--- src/rtl/mcpu_prog_loader_pkg.sv ---
`default_nettype none
// ---------------------------------------------------------------------------
// mcpu_prog_loader_pkg : shared MCPU defaults and loader state encoding
// rev 1.0
// ---------------------------------------------------------------------------
package mcpu_prog_loader_pkg;

  localparam int MCPU_WORD_SIZE = 16;
  localparam int MCPU_ADDR_SIZE = 8;

  typedef enum logic [2:0] {
    ST_IDLE  = 3'd0,
    ST_CLEAR = 3'd1,
    ST_LEN   = 3'd2,
    ST_DATA  = 3'd3,
    ST_CHK   = 3'd4,
    ST_DONE  = 3'd5,
    ST_ERR   = 3'd6
  } ld_state_t;

  function automatic logic st_accepts(input ld_state_t s);
    return (s == ST_LEN) || (s == ST_DATA) || (s == ST_CHK);
  endfunction

  function automatic logic st_busy(input ld_state_t s);
    return (s == ST_CLEAR) || st_accepts(s);
  endfunction

endpackage
`default_nettype wire

--- src/rtl/mcpu_word_packer.sv ---
`default_nettype none
// ---------------------------------------------------------------------------
// mcpu_word_packer : MSB-first byte-to-word assembler; word_valid on last byte
// rev 1.0
// ---------------------------------------------------------------------------
module mcpu_word_packer #(
  parameter int WORD_SIZE = 16
) (
  input  logic                 clk,
  input  logic                 reset,
  input  logic                 clear,
  input  logic                 in_accept,
  input  logic [7:0]           in_byte,
  output logic [WORD_SIZE-1:0] word,
  output logic                 word_valid
);

  localparam int BYTES = WORD_SIZE / 8;

  generate
    if (BYTES > 1) begin : g_multi
      localparam int CW = $clog2(BYTES);
      localparam logic [CW-1:0] LAST = CW'(BYTES - 1);

      logic [CW-1:0]          cnt_q, cnt_d;
      logic [WORD_SIZE-9:0]   sr_q, sr_d;
      logic                   last;

      // word is combinational so the loader can register it with the strobe
      always_comb begin
        word       = {sr_q, in_byte};
        last       = (cnt_q == LAST);
        word_valid = in_accept && last;
        cnt_d      = cnt_q;
        sr_d       = sr_q;
        if (clear) begin
          cnt_d = '0;
        end else if (in_accept) begin
          sr_d  = word[WORD_SIZE-9:0];
          cnt_d = last ? '0 : cnt_q + CW'(1);
        end
      end

      always_ff @(posedge clk) begin
        if (reset) begin
          cnt_q <= '0;
          sr_q  <= '0;
        end else begin
          cnt_q <= cnt_d;
          sr_q  <= sr_d;
        end
      end
    end else begin : g_single
      assign word       = in_byte;
      assign word_valid = in_accept;
    end
  endgenerate

endmodule
`default_nettype wire

--- src/rtl/mcpu_prog_loader.sv ---
`default_nettype none
// ---------------------------------------------------------------------------
// mcpu_prog_loader : streams length/words/checksum into MCPU RAM, owns cpu_reset
// rev 1.0
// ---------------------------------------------------------------------------
module mcpu_prog_loader
  import mcpu_prog_loader_pkg::*;
#(
  parameter int WORD_SIZE     = MCPU_WORD_SIZE,
  parameter int ADDR_SIZE     = MCPU_ADDR_SIZE,
  parameter int RAM_SIZE      = 256,
  parameter int CLEAR_ON_LOAD = 1
) (
  input  logic                 clk,
  input  logic                 reset,
  input  logic                 start,
  input  logic [7:0]           in_data,
  input  logic                 in_valid,
  output logic                 in_ready,
  output logic                 mem_we,
  output logic [ADDR_SIZE-1:0] mem_addr,
  output logic [WORD_SIZE-1:0] mem_wdata,
  output logic                 cpu_reset,
  output logic                 busy,
  output logic                 done,
  output logic                 error,
  output logic [ADDR_SIZE:0]   words_loaded
);

  localparam logic [ADDR_SIZE-1:0] LAST_ADDR  = ADDR_SIZE'(RAM_SIZE - 1);
  localparam logic [WORD_SIZE:0]   RAM_SIZE_W = (WORD_SIZE + 1)'(RAM_SIZE);

  ld_state_t              state_q, state_d;
  logic                   in_ready_q, in_ready_d;
  logic                   mem_we_q, mem_we_d;
  logic [ADDR_SIZE-1:0]   mem_addr_q, mem_addr_d;
  logic [WORD_SIZE-1:0]   mem_wdata_q, mem_wdata_d;
  logic                   cpu_reset_q, cpu_reset_d;
  logic                   busy_q, busy_d;
  logic                   done_q, done_d;
  logic                   error_q, error_d;
  logic [ADDR_SIZE:0]     words_loaded_q, words_loaded_d;
  logic [ADDR_SIZE:0]     n_q, n_d;
  logic [7:0]             cs_q, cs_d;

  logic                   xfer;
  logic                   pk_accept;
  logic                   pk_clear;
  logic [WORD_SIZE-1:0]   pk_word;
  logic                   pk_valid;
  logic [ADDR_SIZE:0]     wl_next;

  assign xfer      = in_valid && in_ready_q;
  assign pk_accept = xfer && ((state_q == ST_LEN) || (state_q == ST_DATA));
  assign wl_next   = words_loaded_q + (ADDR_SIZE + 1)'(1);

  mcpu_word_packer #(
    .WORD_SIZE (WORD_SIZE)
  ) u_packer (
    .clk        (clk),
    .reset      (reset),
    .clear      (pk_clear),
    .in_accept  (pk_accept),
    .in_byte    (in_data),
    .word       (pk_word),
    .word_valid (pk_valid)
  );

  always_comb begin
    state_d        = state_q;
    mem_we_d       = 1'b0;
    mem_addr_d     = mem_addr_q;
    mem_wdata_d    = mem_wdata_q;
    words_loaded_d = words_loaded_q;
    n_d            = n_q;
    cs_d           = cs_q;
    pk_clear       = 1'b0;

    case (state_q)
      ST_IDLE, ST_DONE, ST_ERR: begin
        if (start) begin
          pk_clear       = 1'b1;
          cs_d           = '0;
          words_loaded_d = '0;
          if (CLEAR_ON_LOAD != 0) begin
            state_d     = ST_CLEAR;
            mem_we_d    = 1'b1;
            mem_addr_d  = '0;
            mem_wdata_d = '0;
          end else begin
            state_d = ST_LEN;
          end
        end
      end
      ST_CLEAR: begin
        if (mem_addr_q == LAST_ADDR) begin
          state_d = ST_LEN;
        end else begin
          mem_we_d   = 1'b1;
          mem_addr_d = mem_addr_q + ADDR_SIZE'(1);
        end
      end
      ST_LEN: begin
        if (pk_valid) begin
          n_d = (ADDR_SIZE + 1)'(pk_word);
          if ({1'b0, pk_word} > RAM_SIZE_W) begin
            state_d = ST_ERR;
          end else if (pk_word == '0) begin
            state_d = ST_CHK;
          end else begin
            state_d = ST_DATA;
          end
        end
      end
      ST_DATA: begin
        if (pk_valid) begin
          mem_we_d       = 1'b1;
          mem_addr_d     = words_loaded_q[ADDR_SIZE-1:0];
          mem_wdata_d    = pk_word;
          words_loaded_d = wl_next;
          if (wl_next == n_q) begin
            state_d = ST_CHK;
          end
        end
      end
      ST_CHK: begin
        if (xfer) begin
          state_d = (in_data == cs_q) ? ST_DONE : ST_ERR;
        end
      end
      default: state_d = ST_IDLE;
    endcase

    // checksum covers length and data bytes, never the checksum byte itself
    if (pk_accept) begin
      cs_d = cs_q ^ in_data;
    end

    in_ready_d  = st_accepts(state_d);
    busy_d      = st_busy(state_d);
    cpu_reset_d = (state_d != ST_DONE);
    done_d      = (state_d == ST_DONE);
    error_d     = (state_d == ST_ERR);
  end

  always_ff @(posedge clk) begin
    if (reset) begin
      state_q        <= ST_IDLE;
      in_ready_q     <= 1'b0;
      mem_we_q       <= 1'b0;
      mem_addr_q     <= '0;
      mem_wdata_q    <= '0;
      cpu_reset_q    <= 1'b1;
      busy_q         <= 1'b0;
      done_q         <= 1'b0;
      error_q        <= 1'b0;
      words_loaded_q <= '0;
      n_q            <= '0;
      cs_q           <= '0;
    end else begin
      state_q        <= state_d;
      in_ready_q     <= in_ready_d;
      mem_we_q       <= mem_we_d;
      mem_addr_q     <= mem_addr_d;
      mem_wdata_q    <= mem_wdata_d;
      cpu_reset_q    <= cpu_reset_d;
      busy_q         <= busy_d;
      done_q         <= done_d;
      error_q        <= error_d;
      words_loaded_q <= words_loaded_d;
      n_q            <= n_d;
      cs_q           <= cs_d;
    end
  end

  assign in_ready     = in_ready_q;
  assign mem_we       = mem_we_q;
  assign mem_addr     = mem_addr_q;
  assign mem_wdata    = mem_wdata_q;
  assign cpu_reset    = cpu_reset_q;
  assign busy         = busy_q;
  assign done         = done_q;
  assign error        = error_q;
  assign words_loaded = words_loaded_q;

endmodule
`default_nettype wire

--- config.mk ---
export PLATFORM = sky130hd
export DESIGN_NAME = mcpu_prog_loader
export DESIGN_NICKNAME = d
export VERILOG_FILES = /design/src/rtl/mcpu_prog_loader_pkg.sv /design/src/rtl/mcpu_word_packer.sv /design/src/rtl/mcpu_prog_loader.sv
export SDC_FILE = /design/constraint.sdc
export NUM_CORES = 1
export LEC_CHECK = 0
export BUFFER_PORTS_ARGS = -buffer_cell sky130_fd_sc_hd__buf_2
export CORE_ASPECT_RATIO = 0.8
export CORE_MARGIN = 1
export CORE_UTILIZATION = 55
export CTS_BUF_LIST = sky130_fd_sc_hd__clkbuf_2
export DETAILED_ROUTE_END_ITERATION = 16
export GPL_ROUTABILITY_DRIVEN = 0
export PLACE_DENSITY = 0.78
export SYNTH_ARGS = -nofsm -noshare
export SYNTH_HDL_FRONTEND = slang
export SYNTH_SLANG_ARGS = --single-unit
--- constraint.sdc ---
create_clock -name clk -period 3.3 [get_ports clk]
set_clock_uncertainty 0.1 [all_clocks]
set_input_delay 0.66 -clock clk [delete_from_list [all_inputs] [get_ports clk]]
set_output_delay 0.66 -clock clk [all_outputs]
set_load 0.005 [all_outputs]
==> results of run 1 <==
[worst max-delay path: cells and delay by family (launching register included)]
family	cells	cell delay, ps
fa+ha+maj	1	370
simple gates	6	1680
flops	1	500
compound gates	1	210
[worst max-delay path by stage]
stage / endpoint / slack (ps)
CTS: cpu_reset / 370
finish: cpu_reset / 340
floorplan: cpu_reset / 610
global placement: cpu_reset / 500
detailed placement: cpu_reset / 400
global route: cpu_reset / 170
[cell usage in the layout, fill, tap and decap left out, types with 2 or more instances in the layout]
| master | Yosys | final |
|---|---|---|
| clkinv_1 | 0 | 3 |
| o22ai_1 | 2 | 2 |
| mux2i_1 | 2 | 2 |
| nor2_1 | 44 | 44 |
| or3_1 | 3 | 3 |
| a22oi_1 | 5 | 5 |
| o21ai_0 | 23 | 23 |
| nand4_1 | 9 | 9 |
| clkbuf_2 | 0 | 10 |
| xor2_1 | 4 | 4 |
| nand3_1 | 25 | 25 |
| nand2b_1 | 2 | 2 |
| ha_1 | 2 | 2 |
| and3_2 | 2 | 2 |
| nor3_1 | 8 | 8 |
| a21oi_1 | 64 | 64 |
| inv_1 | 6 | 6 |
| and3_1 | 2 | 2 |
| dfxtp_1 | 68 | 68 |
| and2_1 | 4 | 4 |
| a211oi_1 | 7 | 7 |
| clkinvlp_4 | 0 | 2 |
| nand2_1 | 73 | 73 |
| nor4_1 | 5 | 5 |
| xnor2_1 | 15 | 15 |
| or2_2 | 3 | 3 |
| buf_4 | 1 | 7 |
| buf_2 | 0 | 50 |
[where the power goes]
part	internal [W]	switching (W)	leakage (nW)
Combinational	0.0000328	0.0000667	0.810
Clock	0.0000930	0.000290	0.0504
Sequential	0.000828	0.00000736	0.549
Total	0.000954	0.000364	1.41
[flip-flops by register name, indices dropped and copies added (netlist names)]
| register | cells |
|---|---|
| busy | 1 |
| cpu_reset | 1 |
| cs_q | 8 |
| done | 1 |
| error | 1 |
| in_ready | 1 |
| mem_addr | 8 |
| mem_wdata | 16 |
| mem_we | 1 |
| n_q | 9 |
| state_q | 3 |
| u_packer.g_multi.cnt_q | 1 |
| u_packer.g_multi.sr_q | 8 |
| words_loaded | 9 |
[per-layer routing]
metal,track usage,share of wire,vias to the layer above
li1,-,-,1599
met1,0.384,0.47,1498
met2,0.403,0.44,111
met3,0.0691,0.076,13
met4,0.0878,0.012,0
met5,0,0,-
[per-stage QoR]
| step | utilization | hold WS [ps] | cell area [um2] | power (W) | instances |
|---|---|---|---|---|---|
| floorplan | - | 348 | 3310 | 0.000913 | 432 |
| global placement | 0.636 | 338 | 3570 | 0.000950 | 540 |
| detailed placement | 0.636 | 340 | 3570 | 0.000950 | 540 |
| finish | 0.650 | 328 | 3650 | 0.00132 | 556 |
| CTS | 0.650 | 294 | 3650 | 0.00133 | 556 |
| global route | 0.650 | 304 | 3650 | 0.00137 | 556 |
[cell type report]
class | instances | share of cell area
Clock buffer | 10 | 0.0137
Clock inverter | 6 | 0.00856
Inverter | 6 | 0.00617
Sequential cell | 68 | 0.373
Multi-Input combinational cell | 331 | 0.489
Tap cell | 78 | 0.0267
Timing Repair Buffer | 57 | 0.0829
[cells by family (layout without fill, tap and decap cells)]
group | after synthesis | count (layout) | share of synthesized area
compound gates | 116 | 116 | 0.204
xor+xnor | 19 | 19 | 0.0503
fa+ha+maj | 3 | 3 | 0.0106
buf+inv | 33 | 79 | 0.0491
flops | 68 | 68 | 0.411
mux | 2 | 2 | 0.00605
simple gates | 191 | 191 | 0.269
==> results.sh, run 1 <==
export IMPL_slew_headroom=0.611
export IMPL_fin_crit_ps=2960
export IMPL_row_count=24
export IMPL_io_buffers=50
export IMPL_cts_repair_resized=0
export IMPL_holdPathEnd="n_q[7]"
export IMPL_syn_area_um2=3310
export IMPL_slew_viol_final=0
export IMPL_drv_cap=0
export IMPL_cts_tree="done"
export IMPL_multi_input_area_um2=1790
export IMPL_required_ps=3610
export IMPL_wire_per_inst_um=14.4
export IMPL_hp_class="in -> reg"
export IMPL_synth_top_area_cell="dfxtp_1"
export IMPL_fp_dieArea_um2=6340
export IMPL_p_leak_nw=1.41
export IMPL_cts_clk_slew_worst_paths_ps=180
export IMPL_cts_buffer_depth=2
export IMPL_clk_latency_ps=510
export IMPL_setup_viol=0
export IMPL_cts_root_buffer="clkbuf_2"
export IMPL_core_um2=5620
export IMPL_grt_first_pass_wirelength_um=13200
export IMPL_synth_edf_count=0
export IMPL_num_antenna_cells=0
export IMPL_worstMarginPinSlew_ps=578
export IMPL_firstDrtPassIters=5
export IMPL_rsz0062_at_grt="no"
export IMPL_syn_to_final_growth_pct=10.3
export IMPL_reg2regPathDepth=8
export IMPL_initial_core_util=0.590
export IMPL_drtAntennaViolNets=0
export IMPL_viasPerCell=5.79
export IMPL_timing_final_crit_share=0.897
export IMPL_ctsHoldBuffers=0
export IMPL_rrSetupSlack_ps=340
export IMPL_synthFlopType="dfxtp_1"
export IMPL_pin_count=51
export IMPL_critPathMaxFanout=8
export IMPL_crit_type="reg -> reg"
export IMPL_die_h_um=71.4
export IMPL_crit_path_start="words_loaded[0]"
export IMPL_critPathMaxStageDelay_ps=540
export IMPL_yosysSeqAreaShare=0.411
export IMPL_syn_area_per_cell_um2=7.66
export IMPL_fmax_mhz=338
export IMPL_die_width_um=88.7
export IMPL_cp_cell_sequence="ha_1 > nand3_4 > or3_1 > and3_1 > or4_4 > o21bai_1 > nand2b_1 > or2_1"
export IMPL_routed_wirelength_um=8000
export IMPL_hpwl_um=5630
export IMPL_synthArstFlopShare=0
export IMPL_critPathCaptureType="register"
export IMPL_crit_arrival_ps=3270
export IMPL_yosysMostFrequentCell="nand2_1"
export IMPL_netlist_instances=432
export IMPL_track_usage=0.271
export IMPL_status="finished, final reports clean"
export IMPL_grt_remaining_overflow=0
export IMPL_synthTopCellsByArea="dfxtp_1 41%, a21oi_1 9.7%, nand2_1 8.3%"
export IMPL_regArea_um2=1360
export IMPL_antenna_found_initial=0
export IMPL_ys_seq_elements=68
export IMPL_yosys_warnings=0
export IMPL_synth_top_area_frac=0.411
export IMPL_grt_pass1_vias=2830
export IMPL_ir_drop_mv=0.248
export IMPL_drc_errors=0
export IMPL_cts_num_sinks=68
export IMPL_fill_cells=520
export IMPL_r2r_end="cpu_reset"
export IMPL_slowest_stage="or4_4"
export IMPL_post_cts_buffers=0
export IMPL_ys_types=55
export IMPL_grt_max_degree=34
export IMPL_dpl_worst_slack_ps=400
export IMPL_r2r_start="words_loaded[0]"
export IMPL_final_nets=487
export IMPL_powerDensity_nw_per_um2=361
export IMPL_vias=3221
export IMPL_setup_tns_ps=0
export IMPL_cts_made_buffers=9
export IMPL_synth_commonest_cells="73 x nand2_1, 68 x dfxtp_1, 64 x a21oi_1, 44 x nor2_1, 25 x nand3_1"
export IMPL_first_iter_violations=222
export IMPL_start_kind="register"
export IMPL_setup_ws_ps=340
export IMPL_htreeDepth=3
export IMPL_drive_gt1_frac=0.174
export IMPL_hold_viol_final=0
export IMPL_synth_nets=446
export IMPL_hold_path_depth=3
export IMPL_min_from="in_data[7]"
No activity file was read; power rests on OpenSTA's default activity.
==> run 2, diff against run 1 <==
==> constraint.sdc (replaced) <==
create_clock -name clk -period 3.41 [get_ports clk]
set_clock_uncertainty 0.1 [all_clocks]
set_input_delay 0.682 -clock clk [delete_from_list [all_inputs] [get_ports clk]]
set_output_delay 0.682 -clock clk [all_outputs]
set_load 0.005 [all_outputs]
==> results.sh, run 2 (same netlist as run 1, synthesis figures left out) <==
export IMPL_status="finished, final reports clean"
export IMPL_crit_type="reg -> reg"
export IMPL_slowest_stage="or4_4"
export IMPL_hp_class="in -> reg"
export IMPL_fmax_mhz=340
export IMPL_clk_latency_ps=510
export IMPL_grt_max_degree=43
export IMPL_post_cts_buffers=0
export IMPL_num_antenna_cells=0
export IMPL_drv_cap=0
export IMPL_drive_gt1_frac=0.174
export IMPL_critPathCaptureType="register"
export IMPL_routed_wirelength_um=8260
export IMPL_worstMarginPinSlew_ps=1070
export IMPL_drtAntennaViolNets=0
export IMPL_start_kind="register"
export IMPL_antenna_found_initial=0
export IMPL_track_usage=0.284
export IMPL_p_leak_nw=1.40
export IMPL_core_um2=5620
export IMPL_cts_root_buffer="clkbuf_2"
export IMPL_initial_core_util=0.590
export IMPL_drc_errors=0
export IMPL_required_ps=3730
export IMPL_largest_reg_flops=16
export IMPL_hold_viol_final=0
export IMPL_slew_viol_final=0
export IMPL_critPathMaxStageDelay_ps=540
export IMPL_htreeDepth=3
export IMPL_timing_final_crit_share=0.862
export IMPL_layout_common_cells="73 x nand2_1, 68 x dfxtp_1, 64 x a21oi_1"
export IMPL_cts_made_buffers=9
export IMPL_die_h_um=71.4
export IMPL_gr_usage_met1=0.399
export IMPL_crit_path_start="words_loaded[0]"
export IMPL_final_common_cell="nand2_1"
export IMPL_powerDensity_nw_per_um2=354
export IMPL_use_met2=0.427
export IMPL_slew_headroom=0.279
export IMPL_cts_buffer_depth=2
export IMPL_syn_to_final_growth_pct=9.94
export IMPL_setup_tns_ps=0
export IMPL_hpwl_um=5870
export IMPL_final_nets=485
export IMPL_grt_use_met3=0.0634
export IMPL_row_count=24
export IMPL_multi_input_area_um2=1790
export IMPL_die_width_um=88.7
export IMPL_viasPerCell=5.88
export IMPL_ctsHoldBuffers=0
export IMPL_cts_repair_resized=0
export IMPL_grt_first_pass_wirelength_um=13800
export IMPL_cts_num_sinks=68
export IMPL_regArea_um2=1360
export IMPL_finalPower_w=0.00129
export IMPL_rsz0062_at_grt="no"
export IMPL_min_from="start"
export IMPL_crit_arrival_ps=3260
export IMPL_fin_crit_ps=2940
export IMPL_cts_clk_slew_worst_paths_ps=190
export IMPL_r2r_start="words_loaded[0]"
export IMPL_first_iter_violations=418
export IMPL_io_buffers=50
export IMPL_wire_per_inst_um=14.9
export IMPL_vias=3256
export IMPL_placed_cell_area_um2=3560
export IMPL_critPathMaxFanout=8
export IMPL_grt_remaining_overflow=0
export IMPL_cts_tree="done"
export IMPL_fp_dieArea_um2=6340
export IMPL_pin_count=51
export IMPL_ir_drop_mv=0.212
export IMPL_firstDrtPassIters=6
export IMPL_grt_busiest_layer="met2"
export IMPL_fill_cells=519
export IMPL_grt_pass1_vias=2984
export IMPL_fin_area_um2=3640
export IMPL_setup_viol=0
export IMPL_cp_cell_sequence="ha_1 > nand3_4 > or3_1 > and3_1 > or4_4 > o21bai_1 > nand2b_1 > or2_1"
run 2: changes by cell type in the layout (fill, tap and decap cells not counted), sizes merged:
cell and delta:
clkbuf +1, clkinv -1, buf -2
run 2: final timing paths:
path                                                to  slack (ps)  depth (start not counted)
worst max register to register               cpu_reset         470                          8
worst max-delay path                         cpu_reset         470                          8
worst min-delay path            u_packer.g_multi.cnt_q         330                          2
worst min register to register            mem_wdata[7]         360                          2
run 2: layer usage:
metal	vias up	share of wire
met3	16	0.068
met5	-	0
li1	1589	-
met1	1524	0.46
met2	127	0.45
met4	0	0.018
run 2: final cells by class:
type	count	area share
Timing Repair Buffer	55	0.0791
Multi-Input combinational cell	331	0.491
Tap cell	78	0.0268
Sequential cell	68	0.374
Clock buffer	11	0.0151
Clock inverter	5	0.00791
Inverter	6	0.00619
run 2: worst max-delay path, delay by kind of cell (launching register included):
family                     cells  cell delay [ps]
and+or+nand+nor                6             1670
DFF                            1              510
adders and majority gates      1              380
AOI/OAI and AO/OA              1              200
run 2: stage by stage:
stage / setup slack [ps] / util / hold slack [ps] / instances
after floorplan: 721 / - / 348 / 432
after global placement: 606 / 0.633 / 336 / 538
after detailed placement: 504 / 0.633 / 341 / 538
after CTS: 494 / 0.648 / 294 / 554
after global routing: 338 / 0.648 / 293 / 554
final: 472 / 0.648 / 335 / 554
run 2: report_power, final:
| part | total, W | switching (W) | internal, W |
|---|---|---|---|
| logic | 0.0000964 | 0.0000656 | 0.0000308 |
| registers | 0.000808 | 0.00000682 | 0.000801 |
| clock network | 0.000384 | 0.000287 | 0.0000966 |
| total | 0.00129 | 0.000359 | 0.000929 |
